--- config.mk ---
export PLATFORM = sky130hd
export DESIGN_NAME = sga_telemetry_tx_flat
export DESIGN_NICKNAME = d
export VERILOG_FILES = /design/src/rtl/sga_pkg.sv /design/src/rtl/sga_telemetry_tx_if.sv /design/src/rtl/sga_uart_tx_char.sv /design/src/rtl/sga_telemetry_tx.sv /design/src/flat_wrapper.sv
export SDC_FILE = /design/constraint.sdc
export NUM_CORES = 1
export LEC_CHECK = 0
export CAP_MARGIN = 20
export CORE_AREA = 2 2 122 124
export CTS_CLUSTER_DIAMETER = 120
export DETAILED_ROUTE_END_ITERATION = 12
export DIE_AREA = 0 0 124 126
export GPL_TIMING_DRIVEN = 0
export HOLD_SLACK_MARGIN = 0.02
export SETUP_SLACK_MARGIN = 0.15
export SYNTH_ARGS = -nofsm -noshare
export SYNTH_HDL_FRONTEND = slang
export SYNTH_HIERARCHICAL = 1
export SYNTH_SLANG_ARGS = --single-unit
export TNS_END_PERCENT = 1
--- constraint.sdc ---
create_clock -name clock -period 4.4 [get_ports clock]
set_clock_uncertainty 0.15 [all_clocks]
set_input_delay 0.88 -clock clock [delete_from_list [all_inputs] [get_ports clock]]
set_output_delay 0.88 -clock clock [all_outputs]
set_load 0.03 [all_outputs]
--- src/rtl/sga_pkg.sv ---
// Shared definitions for the Snake Game Arcade telemetry transmitter:
// parity modes, FSM encoding, default framing characters and hex conversion.
package sga_pkg;

    localparam int PARITY_NONE = 0;
    localparam int PARITY_EVEN = 1;
    localparam int PARITY_ODD  = 2;

    localparam logic [7:0] SEP_DEFAULT  = 8'h2C;
    localparam logic [7:0] TERM_DEFAULT = 8'h0A;

    // Externally visible state encoding, shown on the HEX display.
    typedef enum logic [2:0] {
        ST_IDLE   = 3'd0,
        ST_LOAD   = 3'd1,
        ST_START  = 3'd2,
        ST_DATA   = 3'd3,
        ST_PARITY = 3'd4,
        ST_STOP   = 3'd5,
        ST_GAP    = 3'd6
    } sga_state_e;

    // Frame-level sequencer; while transmitting, the bit phase comes from the char transmitter.
    typedef enum logic [1:0] {
        CTL_IDLE,
        CTL_LOAD,
        CTL_XMIT,
        CTL_GAP
    } ctl_state_e;

    typedef enum logic [1:0] {
        K_DIGIT,
        K_SEP,
        K_TERM
    } char_kind_e;

    function automatic logic [7:0] hexToAscii(input logic [3:0] nib);
        if (nib < 4'd10) begin
            return 8'h30 + {4'h0, nib};
        end
        return 8'h37 + {4'h0, nib};
    endfunction

endpackage

--- src/rtl/sga_telemetry_tx_if.sv ---
// Request/status bundle between the game logic and the telemetry transmitter.
interface sga_telemetry_tx_if
    import sga_pkg::*;
#(
    parameter int N_FIELDS = 6,
    parameter int FIELD_W  = 6
);

    logic                          start;
    logic [N_FIELDS*FIELD_W-1:0]   fields;
    logic [N_FIELDS-1:0]           field_en;
    logic                          saida_serial;
    logic                          busy;
    logic                          done;
    logic [7:0]                    dropped;
    sga_state_e                    db_state;

    modport master (
        output start, fields, field_en,
        input  saida_serial, busy, done, dropped, db_state
    );

    modport slave (
        input  start, fields, field_en,
        output saida_serial, busy, done, dropped, db_state
    );

endinterface

--- src/rtl/sga_uart_tx_char.sv ---
// Serialises one 8-bit character: start bit, data LSB first, optional parity, stop bit.
// ready is high when idle or in the final cycle of the stop bit, so a new load chains characters back-to-back.
module sga_uart_tx_char
    import sga_pkg::*;
#(
    parameter int CLK_DIV = 434,
    parameter int PARITY  = PARITY_NONE
)(
    input  logic       clock,
    input  logic       reset,
    input  logic       load,
    input  logic [7:0] char_in,
    output logic       ready,
    output logic       saida_serial,
    output sga_state_e phase
);

    localparam int                BAUD_W    = $clog2(CLK_DIV);
    localparam logic [BAUD_W-1:0] BAUD_LAST = BAUD_W'(CLK_DIV - 1);
    localparam logic              PAR_INV   = (PARITY == PARITY_ODD);

    sga_state_e        state_q;
    logic [BAUD_W-1:0] baud_q;
    logic [2:0]        bit_q;
    logic [7:0]        shift_q;
    logic              par_q;
    logic              serial_q;
    logic              bitEnd;

    assign bitEnd       = (baud_q == BAUD_LAST);
    assign ready        = (state_q == ST_IDLE) || ((state_q == ST_STOP) && bitEnd);
    assign saida_serial = serial_q;
    assign phase        = state_q;

    always_ff @(posedge clock or negedge reset) begin
        if (!reset) begin
            state_q  <= ST_IDLE;
            baud_q   <= '0;
            bit_q    <= '0;
            shift_q  <= '0;
            par_q    <= 1'b0;
            serial_q <= 1'b1;
        end else begin
            case (state_q)
                ST_START: begin
                    if (!bitEnd) begin
                        baud_q <= baud_q + 1'b1;
                    end else begin
                        baud_q   <= '0;
                        bit_q    <= '0;
                        serial_q <= shift_q[0];
                        state_q  <= ST_DATA;
                    end
                end
                ST_DATA: begin
                    if (!bitEnd) begin
                        baud_q <= baud_q + 1'b1;
                    end else begin
                        baud_q <= '0;
                        if (bit_q == 3'd7) begin
                            if (PARITY != PARITY_NONE) begin
                                serial_q <= par_q;
                                state_q  <= ST_PARITY;
                            end else begin
                                serial_q <= 1'b1;
                                state_q  <= ST_STOP;
                            end
                        end else begin
                            bit_q    <= bit_q + 3'd1;
                            shift_q  <= {1'b0, shift_q[7:1]};
                            serial_q <= shift_q[1];
                        end
                    end
                end
                ST_PARITY: begin
                    if (!bitEnd) begin
                        baud_q <= baud_q + 1'b1;
                    end else begin
                        baud_q   <= '0;
                        serial_q <= 1'b1;
                        state_q  <= ST_STOP;
                    end
                end
                ST_STOP: begin
                    if (!bitEnd) begin
                        baud_q <= baud_q + 1'b1;
                    end else begin
                        baud_q <= '0;
                        if (load) begin
                            shift_q  <= char_in;
                            par_q    <= (^char_in) ^ PAR_INV;
                            serial_q <= 1'b0;
                            state_q  <= ST_START;
                        end else begin
                            serial_q <= 1'b1;
                            state_q  <= ST_IDLE;
                        end
                    end
                end
                default: begin
                    baud_q <= '0;
                    if (load) begin
                        shift_q  <= char_in;
                        par_q    <= (^char_in) ^ PAR_INV;
                        serial_q <= 1'b0;
                        state_q  <= ST_START;
                    end
                end
            endcase
        end
    end

endmodule

--- src/rtl/sga_telemetry_tx.sv ---
// Telemetry frame sequencer: snapshots the game fields on start, walks digits/separators/terminator
// through the character transmitter, enforces the inter-frame gap and counts rejected requests.
module sga_telemetry_tx
    import sga_pkg::*;
#(
    parameter int         N_FIELDS  = 6,
    parameter int         FIELD_W   = 6,
    parameter int         CLK_DIV   = 434,
    parameter int         PARITY    = PARITY_NONE,
    parameter int         GAP_CYC   = 5000,
    parameter logic [7:0] SEP_CHAR  = SEP_DEFAULT,
    parameter logic [7:0] TERM_CHAR = TERM_DEFAULT
)(
    input  logic             clock,
    input  logic             reset,
    sga_telemetry_tx_if.slave bus
);

    localparam int D     = (FIELD_W + 3) / 4;
    localparam int IDX_W = (N_FIELDS > 1) ? $clog2(N_FIELDS) : 1;
    localparam int DIG_W = (D > 1) ? $clog2(D) : 1;
    localparam int GAP_W = (GAP_CYC > 1) ? $clog2(GAP_CYC) : 1;
    localparam logic [GAP_W-1:0] GAP_LAST = GAP_W'(GAP_CYC - 1);

    // Points at the character currently on the line.
    typedef struct packed {
        char_kind_e       kind;
        logic [IDX_W-1:0] fld;
        logic [DIG_W-1:0] dig;
    } ptr_t;

    ctl_state_e                  ctl_q;
    logic [N_FIELDS*FIELD_W-1:0] fields_q;
    logic [N_FIELDS-1:0]         en_q;
    ptr_t                        cur_q;
    logic [GAP_W-1:0]            gap_q;
    logic                        busy_q;
    logic                        done_q;
    logic [7:0]                  dropped_q;

    ptr_t                        firstPtr_d;
    ptr_t                        nextPtr_d;
    logic                        txLoad;
    logic [7:0]                  txChar_d;
    logic                        txReady;
    sga_state_e                  txPhase;
    sga_state_e                  dbState_d;

    function automatic logic [IDX_W:0] findEnabled(input logic [N_FIELDS-1:0] mask, input int from);
        logic [IDX_W:0] res;
        res = '0;
        for (int i = N_FIELDS - 1; i >= 0; i--) begin
            if (mask[i] && (i >= from)) begin
                res = {1'b1, IDX_W'(i)};
            end
        end
        return res;
    endfunction

    function automatic ptr_t firstOf(input logic [N_FIELDS-1:0] mask);
        ptr_t           p;
        logic [IDX_W:0] f;
        f      = findEnabled(mask, 0);
        p.fld  = f[IDX_W-1:0];
        p.dig  = '0;
        p.kind = f[IDX_W] ? K_DIGIT : K_TERM;
        return p;
    endfunction

    function automatic ptr_t nextOf(input ptr_t p, input logic [N_FIELDS-1:0] mask);
        ptr_t           n;
        logic [IDX_W:0] f;
        n = p;
        f = findEnabled(mask, int'(p.fld) + 1);
        case (p.kind)
            K_DIGIT: begin
                if (int'(p.dig) < D - 1) begin
                    n.dig = p.dig + 1'b1;
                end else if (f[IDX_W]) begin
                    n.kind = K_SEP;
                    n.fld  = f[IDX_W-1:0];
                    n.dig  = '0;
                end else begin
                    n.kind = K_TERM;
                    n.dig  = '0;
                end
            end
            K_SEP: begin
                n.kind = K_DIGIT;
                n.dig  = '0;
            end
            default: n.kind = K_TERM;
        endcase
        return n;
    endfunction

    // Digits go out MSB first from the field zero-extended to a whole number of nibbles.
    function automatic logic [7:0] charOf(input ptr_t p, input logic [N_FIELDS*FIELD_W-1:0] flds);
        logic [FIELD_W-1:0] f;
        logic [15:0]        ext;
        f = '0;
        for (int i = 0; i < N_FIELDS; i++) begin
            if (p.fld == IDX_W'(i)) begin
                f = flds[i*FIELD_W +: FIELD_W];
            end
        end
        ext = 16'(f) >> (4 * (D - 1 - int'(p.dig)));
        case (p.kind)
            K_DIGIT: return hexToAscii(ext[3:0]);
            K_SEP:   return SEP_CHAR;
            default: return TERM_CHAR;
        endcase
    endfunction

    // The next character is offered while the current stop bit is in its last cycle.
    always_comb begin
        firstPtr_d = firstOf(en_q);
        nextPtr_d  = nextOf(cur_q, en_q);
        txLoad     = 1'b0;
        txChar_d   = charOf(firstPtr_d, fields_q);
        if (ctl_q == CTL_LOAD) begin
            txLoad = 1'b1;
        end else if ((ctl_q == CTL_XMIT) && txReady && (cur_q.kind != K_TERM)) begin
            txLoad   = 1'b1;
            txChar_d = charOf(nextPtr_d, fields_q);
        end
    end

    always_comb begin
        case (ctl_q)
            CTL_LOAD: dbState_d = ST_LOAD;
            CTL_XMIT: dbState_d = txPhase;
            CTL_GAP:  dbState_d = ST_GAP;
            default:  dbState_d = ST_IDLE;
        endcase
    end

    always_ff @(posedge clock or negedge reset) begin
        if (!reset) begin
            ctl_q     <= CTL_IDLE;
            fields_q  <= '0;
            en_q      <= '0;
            cur_q     <= '0;
            gap_q     <= '0;
            busy_q    <= 1'b0;
            done_q    <= 1'b0;
            dropped_q <= '0;
        end else begin
            done_q <= 1'b0;
            if (bus.start && busy_q && (dropped_q != 8'hFF)) begin
                dropped_q <= dropped_q + 8'd1;
            end
            case (ctl_q)
                CTL_LOAD: begin
                    cur_q <= firstPtr_d;
                    ctl_q <= CTL_XMIT;
                end
                CTL_XMIT: begin
                    if (txReady) begin
                        if (cur_q.kind == K_TERM) begin
                            if (GAP_CYC == 0) begin
                                ctl_q  <= CTL_IDLE;
                                busy_q <= 1'b0;
                                done_q <= 1'b1;
                            end else begin
                                ctl_q <= CTL_GAP;
                                gap_q <= '0;
                            end
                        end else begin
                            cur_q <= nextPtr_d;
                        end
                    end
                end
                CTL_GAP: begin
                    if (gap_q == GAP_LAST) begin
                        ctl_q  <= CTL_IDLE;
                        busy_q <= 1'b0;
                        done_q <= 1'b1;
                    end else begin
                        gap_q <= gap_q + 1'b1;
                    end
                end
                default: begin
                    if (bus.start) begin
                        fields_q <= bus.fields;
                        en_q     <= bus.field_en;
                        busy_q   <= 1'b1;
                        ctl_q    <= CTL_LOAD;
                    end
                end
            endcase
        end
    end

    sga_uart_tx_char #(
        .CLK_DIV (CLK_DIV),
        .PARITY  (PARITY)
    ) u_char (
        .clock        (clock),
        .reset        (reset),
        .load         (txLoad),
        .char_in      (txChar_d),
        .ready        (txReady),
        .saida_serial (bus.saida_serial),
        .phase        (txPhase)
    );

    assign bus.busy     = busy_q;
    assign bus.done     = done_q;
    assign bus.dropped  = dropped_q;
    assign bus.db_state = dbState_d;

endmodule

--- src/flat_wrapper.sv ---
// flat-port wrapper written by rule: the top's interface ports become plain ports
module sga_telemetry_tx_flat import sga_pkg::*;
#(
    parameter int         N_FIELDS  = 6,
    parameter int         FIELD_W   = 6,
    parameter int         CLK_DIV   = 434,
    parameter int         PARITY    = PARITY_NONE,
    parameter int         GAP_CYC   = 5000,
    parameter logic [7:0] SEP_CHAR  = SEP_DEFAULT,
    parameter logic [7:0] TERM_CHAR = TERM_DEFAULT
)
  (clock, reset, bus_start, bus_fields, bus_field_en, bus_saida_serial, bus_busy, bus_done, bus_dropped, bus_db_state);
  sga_telemetry_tx_if #(.N_FIELDS(N_FIELDS), .FIELD_W(FIELD_W)) bus_i ();
  input  logic clock;
  input  logic reset;
  input wire logic [$bits(bus_i.start)-1:0] bus_start;
  input wire logic [$bits(bus_i.fields)-1:0] bus_fields;
  input wire logic [$bits(bus_i.field_en)-1:0] bus_field_en;
  output wire logic [$bits(bus_i.saida_serial)-1:0] bus_saida_serial;
  output wire logic [$bits(bus_i.busy)-1:0] bus_busy;
  output wire logic [$bits(bus_i.done)-1:0] bus_done;
  output wire logic [$bits(bus_i.dropped)-1:0] bus_dropped;
  output wire logic [$bits(bus_i.db_state)-1:0] bus_db_state;
  assign bus_i.start = bus_start;
  assign bus_i.fields = bus_fields;
  assign bus_i.field_en = bus_field_en;
  assign bus_saida_serial = bus_i.saida_serial;
  assign bus_busy = bus_i.busy;
  assign bus_done = bus_i.done;
  assign bus_dropped = bus_i.dropped;
  assign bus_db_state = bus_i.db_state;
  sga_telemetry_tx #(.N_FIELDS(N_FIELDS), .FIELD_W(FIELD_W), .CLK_DIV(CLK_DIV), .PARITY(PARITY), .GAP_CYC(GAP_CYC), .SEP_CHAR(SEP_CHAR), .TERM_CHAR(TERM_CHAR)) u_core (.clock(clock), .reset(reset), .bus(bus_i));
endmodule
==> results.cfg <==
[synthesis]
synth-seq-cells = 97
yosys_warnings = 6
syn_area_per_cell_sq_um = 10.4
synth_sequential_area_ratio = 0.431
synthesis.instances = 543
proportion_of_synthesized_flip_flops_having_asynchronous_set_or_reset = 1.00
number_of_flops_mapped_to_enable_cells_by_yosys = 0
synth_nets = 603
synth.lib_cells_used.distinct = 87
synthesis.area_sq_um = 5640
ys.flop_type = dfrtp_1

[global_routing]
grt_first_pass_wirelength_um = 21800
grt.overflow.total = 0
global_route.usage.total = 0.174
maximum_number_of_pins_on_one_net_before_global_route_repair = 70
grt_antenna_before_repair = 0
grt_pass1_vias = 4341

[clocking]
tritoncts = yes
clock_sink_count = 97
clockBufferDepth = 2
cts_made_buffers = 9
insertion_delay_of_the_later_clocked_pin_in_the_worst_skew_pair_ns = 0.34
htreeDepth = 3
cts_root_buf = clkbuf_16
path_clk_slew_ns = 0.06
post_cts_hold_buffers = 0

[power_and_ir_drop]
power_switching_w = 0.000471
internal-power_w = 0.00147
clock_power_frac = 0.382
power_frac_seq = 0.496
power.share.switching = 0.242
power.density_nw_per_um2 = 282
power.static_leakage_nw = 3.01
logic_pwr_share = 0.122
worst_ir_drop_vdd_mv = 0.290

[timing]
report.final.hold_viol_count = 0
setup_repair_after_global_routing_missed_its_margin = yes
final-max-slew-violation-count = 0
final_min_period_over_clock_period = 0.944
report.final.setup_viol = 0
period_needed_ns = 4.15
slew-limit-headroom = 0.338
worst_hold_slack_ns = 0.312
tightest_slew_ns = 0.983
max_clock_freq_mhz = 241
tns_ns = 0

[place]
place.detailed.hpwl_um = 9620
placedInstanceArea_sq_um = 6470
numPortBuffers = 58
gp_routability_congestion = 0.833

[final_layout]
antenna_cells = 0
syn_to_layout_area_delta_pct = 22.4
n_fill_cell = 1321
final_nets = 678
design_area_sq_um = 6900
postLayoutCoreUtil = 0.482
final_layout_size_suffix_gt1_frac = 0.195

[critical_path]
worst_setup_path_end_kind = register
worstPathMaxFanout = 6
critPathKind = register to register
worst_path_max_delay_cell = a221o_2
crit_path_cell_trace = inv_4, ha_4, a21oi_2, a21bo_2, a221o_2, o2111ai_4, a211oi_2, a31o_2, o221ai_1, and3_4, inv_1, ha_1, inv_1, o2111ai_1, a21oi_2, o21ai_0, mux2_2, mux2_1
critPathArrivalTime_ns = 4.23
path_buf_inv = 3
critical_path.top_delay_family = compound AO/OA/AOI/OAI gates
worstSetupStartpointType = register
critPathRequiredTime_ns = 4.47
slowest_delay_ns = 0.48

[floorplan]
fp.dieW_um = 124
pin_count = 59
coreArea_sq_um = 14300
initial_core_util = 0.394
core.rowCount = 44
dieHeight_um = 126
floorplan.die_area_sq_um = 15600

[outcome]
run_status = finished, final reports clean

[routing]
detail_route.iter0.violations = 306
dr_total_vias = 4468
wl_per_cell_um = 16.1
drt-total-wl_um = 12900
route.antenna.remaining_nets = 0
detailed_router_iteration_count_before_antenna_repair = 5
drc_errors = 0
route.detailed.vias_per_inst = 5.56

[job]
maxCapViolCount = 0

[worst_hold_path]
hp-class = primary input to async pin
==> sequential cells by signal, indices dropped and copies added (netlist names) <==
register / count
u_core/bus.busy: 1
u_core/bus.done: 1
u_core/bus.dropped: 8
u_core/ctl_q: 2
u_core/cur_q: 6
u_core/en_q: 6
u_core/fields_q: 36
u_core/gap_q: 13
u_core/u_char/baud_q: 9
u_core/u_char/bit_q: 3
u_core/u_char/phase: 3
u_core/u_char/saida_serial: 1
u_core/u_char/shift_q: 8
==> cells in the final DEF, fill, tap and decap left out, types with 12 or more instances in the layout <==
cell type        count
nor2_1              44
ha_1                13
mux2_2              52
nand3_1             18
dfrtp_1             94
a21oi_1             26
xor2_1              12
nand4_1             12
xnor2_1             12
inv_1               15
nand2_1             45
clkdlybuf4s50_1     57
o21ai_0             29
==> layer usage <==
metal  vias to the layer above  GRT usage  routed length [um]
met1                      2189      0.255                6040
met3                        12     0.0285                 665
met4                         0     0.0549                 158
met5                         -          0                   0
met2                       127      0.264                6050
li1                       2140          -                   -
==> cells in the mapped netlist, types with 4 or more instances <==
cell type,count,share of area
a211oi_1,4,0.0053
a21o_1,5,0.0067
a21oi_1,27,0.024
a31oi_1,5,0.0056
and2_1,5,0.0056
and3_1,5,0.0056
buf_1,4,0.0027
buf_2,5,0.0044
dfrtp_1,96,0.43
ha_1,15,0.033
inv_1,16,0.011
mux2_1,7,0.014
mux2_2,52,0.10
mux2i_1,10,0.018
nand2_1,45,0.030
nand2b_1,7,0.0078
nand3_1,18,0.016
nand4_1,12,0.013
nor2_1,44,0.029
nor2b_1,4,0.0044
nor3_1,7,0.0062
o21a_1,5,0.0067
o21ai_0,29,0.026
or3_1,5,0.0056
xnor2_1,12,0.019
xor2_1,12,0.019
==> logic make-up after synthesis <==
family          share of synthesized area
simple gates                        0.174
mux                                 0.138
flops                               0.431
other cells                      0.000665
xor+xnor                           0.0373
buf+inv                            0.0246
fa+ha+maj                          0.0333
compound gates                      0.161
==> power by group through the flow <==
| stage | sequential, W | combinational, W | clock, W |
|---|---|---|---|
| 6_report | 0.000964 | 0.000237 | 0.000743 |
| 5_1_grt | 0.000971 | 0.000254 | 0.000799 |
| 4_1_cts | 0.000965 | 0.000241 | 0.000765 |
| 3_5_place_dp | 0.000979 | 0.000241 | 0 |
| 3_3_place_gp | 0.000979 | 0.000235 | 0 |
| 2_1_floorplan | 0.00103 | 0.0000478 | 0 |
==> path summary, 6_finish.rpt <==
check | cells past startpoint | slack [ns] | startpoint | endpoint
setup / recovery | 18 | 0.25 | u_core/cur_q[1] | u_core/u_char/shift_q[4]
min in group clock | 1 | 0.34 | u_core/u_char/baud_q[0] | u_core/u_char/baud_q[0]
hold / removal | 1 | 0.31 | reset | u_core/fields_q[2]
setup reg to reg | 18 | 0.25 | u_core/cur_q[1] | u_core/u_char/shift_q[4]
max in group asynchronous | 2 | 3.09 | reset | u_core/u_char/saida_serial
hold reg to reg | 1 | 0.34 | u_core/u_char/baud_q[0] | u_core/u_char/baud_q[0]
==> final cells by class <==
cell class / instances / area (sq um) / share of cell area
Inverter: 16 / 62.6 / 0.00907
Tap cell: 184 / 230 / 0.0334
Clock buffer: 12 / 236 / 0.0343
Multi-Input combinational cell: 415 / 3190 / 0.462
Timing Repair Buffer: 64 / 643 / 0.0932
Buffer: 15 / 78.8 / 0.0114
Sequential cell: 97 / 2430 / 0.352
Clock inverter: 1 / 30.0 / 0.00435
==> timing repair <==
item / CTS / global route
pin swaps: 3 / 6
resized for setup: 7 / 17
setup buffers: 3 / 2
gates cloned: 0 / 0
setup endpoints to repair: 4 / 6
==> metrics by stage <==
step                setup WS, ns  instances  power (W)
floorplan                  0.481        543    0.00108
global placement           -1.31        785    0.00121
detailed placement       -0.0673        786    0.00122
CTS                        0.144        802    0.00197
global route              0.0592        804    0.00202
finish                     0.247        804    0.00194
(Power assumes the default switching activity.)
